File: src/rtl/mem_port_arbiter_pkg.sv
// Shared encodings for the RAM port arbiter: memory commands, FSM states, owner ids.
package mem_port_arbiter_pkg;

    localparam int unsigned CMD_W = 2;

    typedef enum logic [CMD_W-1:0] {
        MNONE  = 2'b00,
        MREAD  = 2'b01,
        MWRITE = 2'b11
    } mem_cmd_e;

    typedef enum logic [1:0] {
        ARB_IDLE  = 2'b00,
        ARB_ISSUE = 2'b01,
        ARB_ACK   = 2'b10
    } arb_state_e;

    typedef enum logic {
        OWN_CPU = 1'b0,
        OWN_DMA = 1'b1
    } owner_e;

    // Only MREAD and MWRITE are real requests; 00 and 10 are ignored.
    function automatic logic is_access(input logic [CMD_W-1:0] cmd);
        return (cmd == MREAD) || (cmd == MWRITE);
    endfunction

endpackage

File: src/rtl/mem_port_arbiter_if.sv
// One requester channel into the RAM port arbiter (CPU path or DMA engine).
interface mem_port_arbiter_if
    import mem_port_arbiter_pkg::*;
#(
    parameter int unsigned AW = 9,
    parameter int unsigned DW = 16
);
    logic             req;
    logic [CMD_W-1:0] cmd;
    logic [AW-1:0]    addr;
    logic [DW-1:0]    wdata;
    logic             ack;
    logic [DW-1:0]    rdata;

    modport master (output req, cmd, addr, wdata, input ack, rdata);
    modport slave  (input req, cmd, addr, wdata, output ack, rdata);
endinterface

File: src/rtl/mem_port_arbiter_rr_pick2.sv
// Combinational two-way picker: fixed CPU priority or alternate away from the last winner.
module mem_port_arbiter_rr_pick2
    import mem_port_arbiter_pkg::*;
(
    input  logic   valid0,
    input  logic   valid1,
    input  owner_e last,
    input  logic   prio_mode,
    output owner_e grant
);

    always_comb begin
        grant = OWN_CPU;
        if (valid0 && valid1) begin
            grant = (prio_mode || (last == OWN_DMA)) ? OWN_CPU : OWN_DMA;
        end else if (valid1) begin
            grant = OWN_DMA;
        end
    end

endmodule

File: src/rtl/mem_port_arbiter.sv
// Shares the single RAM port between the CPU path and the DMA requester;
// each grant becomes exactly one memory access followed by a one-cycle ack.
module mem_port_arbiter
    import mem_port_arbiter_pkg::*;
#(
    parameter int unsigned AW       = 9,
    parameter int unsigned DW       = 16,
    parameter int unsigned READ_LAT = 1,
    parameter int unsigned CPU_PRIO = 0
) (
    input  logic             clk,
    input  logic             reset,
    mem_port_arbiter_if.slave cpu,
    mem_port_arbiter_if.slave dma,
    output logic [CMD_W-1:0] mem_cmd,
    output logic [AW-1:0]    mem_addr,
    output logic [DW-1:0]    write_data,
    input  logic [DW-1:0]    read_data
);

    localparam int unsigned CW = (READ_LAT > 1) ? $clog2(READ_LAT) : 1;

    arb_state_e    state;
    owner_e        owner;
    owner_e        last;
    owner_e        grant;
    logic [CW-1:0] cnt;
    logic          cpu_valid;
    logic          dma_valid;

    assign cpu_valid = cpu.req && is_access(cpu.cmd);
    assign dma_valid = dma.req && is_access(dma.cmd);

    mem_port_arbiter_rr_pick2 u_pick (
        .valid0    (cpu_valid),
        .valid1    (dma_valid),
        .last      (last),
        .prio_mode (1'(CPU_PRIO)),
        .grant     (grant)
    );

    // mem_cmd/mem_addr/write_data double as the latched access for the whole ISSUE phase.
    always_ff @(posedge clk) begin
        if (reset) begin
            state      <= ARB_IDLE;
            owner      <= OWN_CPU;
            last       <= OWN_DMA;
            cnt        <= '0;
            mem_cmd    <= MNONE;
            mem_addr   <= '0;
            write_data <= '0;
            cpu.ack    <= 1'b0;
            dma.ack    <= 1'b0;
            cpu.rdata  <= '0;
            dma.rdata  <= '0;
        end else begin
            cpu.ack <= 1'b0;
            dma.ack <= 1'b0;
            case (state)
                ARB_IDLE: begin
                    mem_cmd <= MNONE;
                    if (cpu_valid || dma_valid) begin
                        owner <= grant;
                        cnt   <= CW'(READ_LAT - 1);
                        state <= ARB_ISSUE;
                        if (grant == OWN_DMA) begin
                            mem_cmd    <= dma.cmd;
                            mem_addr   <= dma.addr;
                            write_data <= dma.wdata;
                        end else begin
                            mem_cmd    <= cpu.cmd;
                            mem_addr   <= cpu.addr;
                            write_data <= cpu.wdata;
                        end
                    end
                end
                ARB_ISSUE: begin
                    if ((mem_cmd == MWRITE) || (cnt == '0)) begin
                        if (mem_cmd == MREAD) begin
                            if (owner == OWN_DMA) dma.rdata <= read_data;
                            else                  cpu.rdata <= read_data;
                        end
                        mem_cmd <= MNONE;
                        state   <= ARB_ACK;
                        if (owner == OWN_DMA) dma.ack <= 1'b1;
                        else                  cpu.ack <= 1'b1;
                    end else begin
                        cnt <= cnt - CW'(1);
                    end
                end
                ARB_ACK: begin
                    mem_cmd <= MNONE;
                    last    <= owner;
                    state   <= ARB_IDLE;
                end
                default: begin
                    mem_cmd <= MNONE;
                    state   <= ARB_IDLE;
                end
            endcase
        end
    end

endmodule

File: src/flat_wrapper.sv
// flat-port wrapper written by rule: the top's interface ports become plain ports
module mem_port_arbiter_flat import mem_port_arbiter_pkg::*;
#(
    parameter int unsigned AW       = 9,
    parameter int unsigned DW       = 16,
    parameter int unsigned READ_LAT = 1,
    parameter int unsigned CPU_PRIO = 0
)
  (clk, reset, mem_cmd, mem_addr, write_data, read_data, cpu_req, cpu_cmd, cpu_addr, cpu_wdata, cpu_ack, cpu_rdata, dma_req, dma_cmd, dma_addr, dma_wdata, dma_ack, dma_rdata);
  mem_port_arbiter_if #(.AW(AW), .DW(DW)) cpu_i ();
  mem_port_arbiter_if #(.AW(AW), .DW(DW)) dma_i ();
  input  logic clk;
  input  logic reset;
  output logic [CMD_W-1:0] mem_cmd;
  output logic [AW-1:0] mem_addr;
  output logic [DW-1:0] write_data;
  input  logic [DW-1:0] read_data;
  input wire logic [$bits(cpu_i.req)-1:0] cpu_req;
  input wire logic [$bits(cpu_i.cmd)-1:0] cpu_cmd;
  input wire logic [$bits(cpu_i.addr)-1:0] cpu_addr;
  input wire logic [$bits(cpu_i.wdata)-1:0] cpu_wdata;
  output wire logic [$bits(cpu_i.ack)-1:0] cpu_ack;
  output wire logic [$bits(cpu_i.rdata)-1:0] cpu_rdata;
  input wire logic [$bits(dma_i.req)-1:0] dma_req;
  input wire logic [$bits(dma_i.cmd)-1:0] dma_cmd;
  input wire logic [$bits(dma_i.addr)-1:0] dma_addr;
  input wire logic [$bits(dma_i.wdata)-1:0] dma_wdata;
  output wire logic [$bits(dma_i.ack)-1:0] dma_ack;
  output wire logic [$bits(dma_i.rdata)-1:0] dma_rdata;
  assign cpu_i.req = cpu_req;
  assign cpu_i.cmd = cpu_cmd;
  assign cpu_i.addr = cpu_addr;
  assign cpu_i.wdata = cpu_wdata;
  assign cpu_ack = cpu_i.ack;
  assign cpu_rdata = cpu_i.rdata;
  assign dma_i.req = dma_req;
  assign dma_i.cmd = dma_cmd;
  assign dma_i.addr = dma_addr;
  assign dma_i.wdata = dma_wdata;
  assign dma_ack = dma_i.ack;
  assign dma_rdata = dma_i.rdata;
  mem_port_arbiter #(.AW(AW), .DW(DW), .READ_LAT(READ_LAT), .CPU_PRIO(CPU_PRIO)) u_core (.clk(clk), .reset(reset), .cpu(cpu_i), .dma(dma_i), .mem_cmd(mem_cmd), .mem_addr(mem_addr), .write_data(write_data), .read_data(read_data));
endmodule
File: config.mk
export PLATFORM = sky130hd
export DESIGN_NAME = mem_port_arbiter_flat
export DESIGN_NICKNAME = d
export VERILOG_FILES = /design/src/rtl/mem_port_arbiter_pkg.sv /design/src/rtl/mem_port_arbiter_if.sv /design/src/rtl/mem_port_arbiter_rr_pick2.sv /design/src/rtl/mem_port_arbiter.sv /design/src/flat_wrapper.sv
export SDC_FILE = /design/constraint.sdc
export NUM_CORES = 1
export LEC_CHECK = 0
export CAP_MARGIN = 25
export CELL_PAD_IN_SITES_DETAIL_PLACEMENT = 0
export CELL_PAD_IN_SITES_GLOBAL_PLACEMENT = 1
export CORE_UTILIZATION = 32
export CTS_CLUSTER_DIAMETER = 50
export DETAILED_ROUTE_END_ITERATION = 6
export GPL_TIMING_DRIVEN = 1
export PLACE_DENSITY_LB_ADDON = 0.1
export REMOVE_ABC_BUFFERS = 1
export SLEW_MARGIN = 20
export SYNTH_ARGS = -nofsm -noshare
export SYNTH_HDL_FRONTEND = slang
export SYNTH_SLANG_ARGS = --single-unit
File: constraint.sdc
create_clock -name clk -period 2.8 [get_ports clk]
set_input_delay 0.84 -clock clk [delete_from_list [all_inputs] [get_ports clk]]
set_output_delay 0.84 -clock clk [all_outputs]
set_load 0.05 [all_outputs]
==> reports/qor.yml <==
logic_synthesis:
  synthCells: 332
  ys_warn_count: 0
  syn_area_per_cell_sq_um: 8.81
  seq_area_frac_synth_pct: 45.2
  ys_types: 33
  netlist_area_sq_mm: 0.00292
  ys_ff_latch: 66
floorplanning:
  core_sq_mm: 0.00876
  die_height_um: 97.6
  initial_core_util_pct: 33.4
  die_area_sq_mm: 0.00952
  rows: 34
  die_x_um: 97.6
  ios: 135
timing:
  fin_crit_sh_pct: 85.5
  fmax_mhz: 418
  finalSetupViolCount: 0
  slew_headroom_pct: 56.0
  worst_slew_pin_slew_ns: 0.660
  hold_viol_final: 0
  period_minus_slack_ns: 2.39
  fin_skew_ns: 0.00840
  rsz0062_at_grt: "no"
  layout_setup_ws_ns: 0.406
  timing.setup.tns_ns: 0
  slew_violations: 0
power:
  vdd_drop_max_mv: 0.229
  leakage_nw: 1.60
  power_mw: 2.37
  powerDensity_mw_per_mm2: 521
cts:
  cts_setup_buffers: 0
  root_buffer: "clkbuf_8"
  cts-hold-fix-buffers: 0
  htreeDepth: 3
  cts_buffers: 9
  clk_path_buf_depth: 2
  clk_pin_slew_worst_paths_ns: 0.07
  cts_tree: "yes"
  clock_sinks: 66
  worstSkewPairLatency_ns: 0.33
  cts.repair.resized: 0
final_layout:
  area.growth.synth_to_final_pct: 55.2
  antenna_cells: 0
  fillers: 864
  drive_gt1_share_pct: 6.11
  regArea_sq_mm: 0.00132
  utilization_pct: 51.8
  multi_input_comb_area_sq_mm: 0.00145
  nNetsFinal: 527
worst_setup_path:
  cp_slowest_cell: "clkdlybuf4s50_1"
  cp-end-kind: "output port"
  crit_buf_inv: 1
  slowest_delay_ns: 0.84
  cp.arrival_ns: 1.55
  cp_cell_sequence: "clkdlybuf4s50_1"
  start_kind: "flip-flop"
  path_class: "flip-flop to output port"
  crit_fanout: 5
  crit_family: "buffers and inverters"
  required_ns: 1.96
worst_hold_path:
  hold_class: "flip-flop to flip-flop"
placed_design:
  io_buffers: 134
  place_ws_ns: 0.386
  hpwl_um: 5600
  globalplace.congestion: 0.792
drt:
  first_pass_iters: 4
  drtIter0Drc: 124
  avgRoutedWirePerCell_um: 14.8
  drt-total-wl_um: 8390
  drc: 0
  num_vias: 2902
  vias_per_cell: 5.13
  antenna_left: 0
run_status:
  status: "complete, no violations"
global_routing:
  grt.overflow.total: 0
  grt_pass1_vias: 2825
  antenna_found_initial: 0
  grt_util_all_layers_pct: 17.3
  grt_max_degree: 82
  grt_pass1_wl_um: 13300
flow_run:
  cap_violations: 0
-- final cells by class --
class / instances / share of cell area [%]
clock buffers: 12 / 3.20
clock inverters: 4 / 1.13
multi-input cells: 231 / 32.0
flip-flops and latches: 66 / 29.1
well taps: 108 / 2.98
repair buffers: 145 / 31.5
-- Yosys cell counts (all sizes together) --
master   n  area [sq um]
dfxtp   66          1320
o21ai   58           290
nand2b  32           200
clkbuf  28           105
nand3   27           135
a21oi   25           125
a311oi  25           219
nor2b   19           119
mux2i   16           160
buf      7          47.5
and2     3          18.8
and3     3          18.8
nor2     3          11.3
a21boi   2          15.0
a32oi    2          17.5
or3b     2          17.5
a211o    1          8.76
a211oi   1          7.51
a21o     1          7.51
a22o     1          8.76
a22oi    1          7.51
and2b    1          7.51
and3b    1          8.76
nand2    1          3.75
nor3     1          5.00
nor3b    1          7.51
nor4     1          6.26
o21ba    1          10.0
or2      1          6.26
or2b     1          7.51
-- registers in the layout, summed over array words and instances, names as in the netlist --
| register | flops |
|---|---|
| u_core.state | 2 |
| u_core.cnt | 1 |
| u_core.owner | 1 |
| u_core.last | 1 |
| u_core.dma.rdata | 16 |
| u_core.mem_addr | 9 |
| u_core.cpu.ack | 1 |
| u_core.dma.ack | 1 |
| u_core.write_data | 16 |
| u_core.mem_cmd | 2 |
| u_core.cpu.rdata | 16 |
-- power breakdown --
group          switching [mW]  internal, mW
clock network           0.357         0.437
registers              0.0285         0.985
logic                   0.318         0.239
-- per-layer routing --
| metal | up-vias | part of all wire (%) | track usage (%) |
|---|---|---|---|
| li1 | 1446 | - | - |
| met1 | 1330 | 45 | 21.1 |
| met2 | 110 | 44 | 27.8 |
| met3 | 16 | 8.0 | 5.25 |
| met4 | 0 | 2.6 | 8.37 |
| met5 | - | 0 | 0 |
-- cell usage in the layout (no fill, tap or decap), types with 16 or more instances in the layout --
cell             Yosys  layout
a311oi_1            25      25
o21ai_0             48      48
a21oi_1             25      25
clkdlybuf4s50_1      0     133
mux2i_1             16      16
nand3_1             27      27
nand2b_1            32      32
nor2b_1             19      19
dfxtp_1             66      66
-- through the flow --
| stage | std cells | hold slack (ns) | instance area, sq um |
|---|---|---|---|
| floorplan | 297 | 0.479 | 2770 |
| global placement | 550 | 0.460 | 4340 |
| detailed placement | 550 | 0.468 | 4340 |
| CTS | 566 | 0.478 | 4540 |
| global route | 566 | 0.504 | 4540 |
| finish | 566 | 0.475 | 4540 |
-- worst paths after layout --
path                                            end  depth (start not counted)                               from  slack [ns]
setup reg to reg  u_core.cpu.rdata[11]$_SDFFE_PP0P_                          3       u_core.state[0]$_SDFFE_PP0P_        0.91
setup / recovery                         mem_cmd[0]                          1     u_core.mem_cmd[0]$_SDFFE_PP0P_        0.41
hold reg to reg   u_core.dma.rdata[12]$_SDFFE_PP0P_                          2  u_core.dma.rdata[12]$_SDFFE_PP0P_        0.47
hold / removal    u_core.dma.rdata[12]$_SDFFE_PP0P_                          2  u_core.dma.rdata[12]$_SDFFE_PP0P_        0.47
-- logic make-up (layout without fill, tap and decap cells) --
logic type             Yosys count  count (layout)  share of synthesized area (%)
and+or+nand+nor                 97              97                           19.6
buffers and inverters           35             161                           5.22
AOI/OAI and AO/OA              118             118                           24.5
DFF                             66              66                           45.2
muxes                           16              16                           5.48
No activity file was read; power rests on OpenSTA's default activity.
